## src/rtl/rtio_pkg.sv

```systemverilog
// Shared RTIO definitions: FIFO entry layout, field helpers and scheduler states.
package rtio_pkg;

  localparam int TIMESTAMP_WIDTH = 64;
  localparam int VALUE_WIDTH     = 4;
  localparam int ENTRY_WIDTH     = TIMESTAMP_WIDTH + VALUE_WIDTH;

  typedef logic [TIMESTAMP_WIDTH-1:0] ts_t;
  typedef logic [VALUE_WIDTH-1:0]     val_t;
  typedef logic [ENTRY_WIDTH-1:0]     entry_t;

  typedef enum logic {
    IDLE = 1'b0,
    WAIT = 1'b1
  } state_t;

  function automatic ts_t ts_of(input entry_t e);
    return e[ENTRY_WIDTH-1:VALUE_WIDTH];
  endfunction

  function automatic val_t value_of(input entry_t e);
    return e[VALUE_WIDTH-1:0];
  endfunction

endpackage

```

## src/rtl/rtio_timestamp_counter.sv

```systemverilog
// Free-running local timestamp; wraps modulo 2^WIDTH.
module rtio_timestamp_counter
  import rtio_pkg::*;
#(
  parameter int WIDTH = TIMESTAMP_WIDTH
) (
  input  logic             clk,
  input  logic             rst,
  output logic [WIDTH-1:0] time_now
);

  logic [WIDTH-1:0] r_cnt;

  always_ff @(posedge clk or posedge rst) begin
    if (rst) r_cnt <= '0;
    else     r_cnt <= r_cnt + 1'b1;
  end

  assign time_now = r_cnt;

endmodule

```

## src/rtl/rtio_output_scheduler.sv

```systemverilog
// Holds one FIFO entry until the local time reaches its timestamp, then strobes
// its value out; entries already due or past when popped are dropped as underflow.
module rtio_output_scheduler
  import rtio_pkg::*;
(
  input  logic                       clk,
  input  logic                       rst,
  input  logic                       enable,
  input  logic                       fifo_empty,
  input  logic [ENTRY_WIDTH-1:0]     fifo_dout,
  output logic                       fifo_rd_en,
  input  logic                       err_clear,
  output logic [VALUE_WIDTH-1:0]     out_value,
  output logic                       out_stb,
  output logic                       underflow,
  output logic                       busy,
  output logic [TIMESTAMP_WIDTH-1:0] time_now
);

  state_t r_state;
  state_t w_next;
  ts_t    r_ts;
  val_t   r_val;
  val_t   r_out_value;
  logic   r_out_stb;
  logic   r_underflow;
  ts_t    w_time;
  logic   w_fire;
  logic   w_pop;
  logic   w_late;
  logic   w_hold;

  rtio_timestamp_counter #(
    .WIDTH(TIMESTAMP_WIDTH)
  ) u_tsc (
    .clk      (clk),
    .rst      (rst),
    .time_now (w_time)
  );

  assign w_fire = (r_state == WAIT) && (w_time == r_ts);
  assign w_pop  = enable && !fifo_empty && !rst
               && ((r_state == IDLE) || w_fire);
  // Classified against the pre-edge time, so ts == now is already too late.
  assign w_late = (ts_of(fifo_dout) <= w_time);
  assign w_hold = w_pop && !w_late;

  always_ff @(posedge clk or posedge rst) begin
    if (rst) r_state <= IDLE;
    else     r_state <= w_next;
  end

  always_comb begin
    w_next = r_state;
    unique case (r_state)
      IDLE: if (w_hold) w_next = WAIT;
      WAIT: if (w_fire) w_next = w_hold ? WAIT : IDLE;
      default: w_next = IDLE;
    endcase
  end

  always_comb begin
    busy       = (r_state == WAIT);
    fifo_rd_en = w_pop;
  end

  always_ff @(posedge clk or posedge rst) begin
    if (rst) begin
      r_ts        <= '0;
      r_val       <= '0;
      r_out_value <= '0;
      r_out_stb   <= 1'b0;
      r_underflow <= 1'b0;
    end else begin
      r_out_stb <= w_fire;
      if (w_fire) r_out_value <= r_val;
      if (w_hold) begin
        r_ts  <= ts_of(fifo_dout);
        r_val <= value_of(fifo_dout);
      end
      if (w_pop && w_late) r_underflow <= 1'b1;
      else if (err_clear)  r_underflow <= 1'b0;
    end
  end

  assign out_value = r_out_value;
  assign out_stb   = r_out_stb;
  assign underflow = r_underflow;
  assign time_now  = w_time;

endmodule
```

## config.mk

```make
export PLATFORM = sky130hd
export DESIGN_NAME = rtio_output_scheduler
export DESIGN_NICKNAME = d
export VERILOG_FILES = /design/src/rtl/rtio_pkg.sv /design/src/rtl/rtio_timestamp_counter.sv /design/src/rtl/rtio_output_scheduler.sv
export SDC_FILE = /design/constraint.sdc
export NUM_CORES = 1
export LEC_CHECK = 0
export CORE_MARGIN = 4
export CORE_UTILIZATION = 41
export DETAILED_ROUTE_END_ITERATION = 8
export PLACE_DENSITY = 0.65
export SLEW_MARGIN = 10
export SYNTH_ARGS = -nofsm -noshare
export SYNTH_HDL_FRONTEND = slang
export SYNTH_SLANG_ARGS = --single-unit
```

## constraint.sdc

```tcl
create_clock -name clk -period 5.75 [get_ports clk]
set_input_delay 0.8625 -clock clk [delete_from_list [all_inputs] [get_ports clk]]
set_output_delay 0.8625 -clock clk [all_outputs]
set_load 0.005 [all_outputs]
```

==> results.toml <==
[clocking]
cts_buffer_depth = 2
cts_root_buf = "clkbuf_16"
cts_resized = 0
cts_tree = "built"
cts.sinks = 139
post_cts_buffers = 0
clk_pin_slew_ns = 0.06
htree_levels = 4
numCtsBuffers = 17
clk_latency_ns = 0.43
hold_buffers = 0

[logic_synthesis]
syn_area_mm2 = 0.00785
yosys_warnings = 0
synth_top_area_share_pct = 44.3
async_reset_ff_share_pct = 100
ys_seq_elements = 139
synthTopCellsByCount = "139 x dfrtp_1, 69 x inv_1, 65 x ha_1, 65 x xor2_1, 61 x xnor2_1"
synth-edff-count = 0
synth_ff_type = "dfrtp_1"
yosys-top-cells-area = "dfrtp_1 44%, ha_1 10%, mux2_2 8.5%"
synth_cell_types = 36
synth_top_area_cell = "dfrtp_1"
netlist_instances = 716
ys_seq_area_share_pct = 44.3
avgSynthCellArea_um2 = 11.0
synth_nets = 854
synth_most_common_cell = "dfrtp_1"

[setup_path]
critical_path_class = "reg2out"
crit_path_start_kind = "flip-flop"
cp_max_fo = 6
endpoint_kind = "output pin"
cp_data_required_time_ns = 4.89
r2r_slack_ns = 2.19
cp.arrival_ns = 3.26

[final_layout]
register_area_mm2 = 0.00348
finalNetCount = 1008
area_delta_synth_final_pct = 29.1
diodes = 0
drive_gt1_share_pct = 12.1
fillers = 1661
multi_input_area_mm2 = 0.00404

[pwr]
vdd_drop_max_uv = 205
p_per_area_mw_per_mm2 = 308
switching_power_mw = 0.877
combPwrFrac_pct = 20.6
intPower_mw = 2.24
swShare_pct = 28.1
power.share.clock_pct = 35.8
pwr-share-seq_pct = 43.6
p_leak_nw = 4.42

[detailed_routing]
drt_iter0_drc = 367
ant_nets = 0
wire_per_inst_um = 19.0
vias_per_cell = 5.22
finalWirelength_mm = 21.3
num_vias = 5831
drt_pass1_iterations = 4
drc_errors = 0

[hold_path]
hold_class = "reg2reg"

[place]
io_buffers = 144
gp_congestion = 0.817
dp_slack_ns = 1.41
dp.final_hpwl_mm = 16.6

[sta]
slew_violations = 0
final_hold_viol_count = 0
rsz0062_at_grt = "false"
min_period_over_period_pct = 71.6
min_period_ns = 4.12
clock.fmax_mhz = 243
setup_ws_ns = 1.63
final.setup.tns_ns = 0
fin_skew_ns = 0.0121
slew_headroom_pct = 24.1
setup_viol_count_final = 0
tightest_slew_ns = 1.13
hold_slack_ns = 0.465

[job]
drv_cap = 0

[global_route]
grt_max_degree = 100
antenna_found_initial = 0
grt_remaining_overflow = 0
grtUsageTotal_pct = 20.4
grt_pass1_wl_mm = 33.8
grt_pass1_vias = 6120

[run_status]
outcome = "finished, final reports clean"

[die]
coreArea_mm2 = 0.0188
initial_core_util_pct = 41.8
chipHeight_um = 146
rows = 50
die_x_um = 146
io_pins = 145
die_area_mm2 = 0.0214
per-layer routing:
layer  GRT usage, %  vias to the layer above  routed length, µm
li1               -                     2797                  -
met1           28.5                     2859               9770
met2           31.5                      148               9730
met3           5.12                       27               1320
met4           6.07                        0                443
met5              0                        -                  0
critical path, cell delays in order (launching register included):
cell and delay (ns):
dfrtp_1 0.45, xor2_1 0.22, nor4_1 0.37, nand4_1 0.19, nor4_1 0.60, nand2b_1 0.20
and3_4 0.27, clkdlybuf4s50_1 0.52
stage by stage:
step	power, mW	utilization [%]	std cells	cell area [µm²]
3_5_place_dp	2.02	50.8	1085	9540
2_1_floorplan	1.76	-	716	7850
6_report	3.12	54.0	1117	10100
3_3_place_gp	2.00	50.8	1085	9540
4_1_cts	3.14	54.0	1117	10100
5_1_grt	3.26	54.0	1117	10100
state kept, by name, indices dropped and copies added, names as in the netlist:
signal and count:
r_val 4, busy 1, out_stb 1, out_value 4, u_tsc.time_now 64, r_ts 64, underflow 1
layout by cell type, fill, tap and decap left out, drive strengths merged, types with 10 or more instances in the layout:
cell type / n
nand3: 30
clkdlybuf4s50: 144
nand4: 28
nand2: 48
clkbuf: 17
and3: 16
nor4: 31
ha: 65
xor2: 65
inv: 70
xnor2: 61
nor2: 10
a21oi: 25
mux2: 68
dfrtp: 139
power groups by stage:
stage	Sequential, mW	Combinational, mW	Clock, mW
final	1.36	0.643	1.12
after detailed placement	1.37	0.646	0
after floorplan	1.34	0.426	0
after global routing	1.38	0.700	1.18
after global placement	1.37	0.633	0
after CTS	1.36	0.650	1.14
path summary, 6_finish.rpt:
| kind | startpoint | endpoint | cells after the start |
|---|---|---|---|
| worst max register to register | u_tsc.time_now[62]$_DFF_PP0_ | r_ts[54]$_DFFE_PP0P_ | 9 |
| worst min register to register | r_val[3]$_DFFE_PP0P_ | out_value[3]$_DFFE_PP0P_ | 2 |
| min in group asynchronous | rst | busy$_DFF_PP0_ | 2 |
| max in group asynchronous | rst | r_ts[11]$_DFFE_PP0P_ | 3 |
| worst min-delay path | r_val[3]$_DFFE_PP0P_ | out_value[3]$_DFFE_PP0P_ | 2 |
| worst max-delay path | u_tsc.time_now[15]$_DFF_PP0_ | fifo_rd_en | 7 |
logic make-up (layout without fill, tap and decap cells):
| logic type | count (synthesis) | count (layout) | synth area share [%] |
|---|---|---|---|
| buf+inv | 81 | 248 | 4.24 |
| fa+ha+maj | 65 | 65 | 10.4 |
| simple gates | 187 | 187 | 13.0 |
| compound gates | 50 | 50 | 3.90 |
| xor+xnor | 126 | 126 | 14.1 |
| mux | 68 | 68 | 10.2 |
| flops | 139 | 139 | 44.3 |
layout make-up:
class | count | area share [%]
well taps | 234 | 2.89
clock inverters | 15 | 1.73
repair buffers | 147 | 14.4
flip-flops and latches | 139 | 34.3
inverters | 69 | 2.60
clock buffers | 17 | 4.20
multi-input cells | 496 | 39.8
No activity file was read; power rests on OpenSTA's default activity.
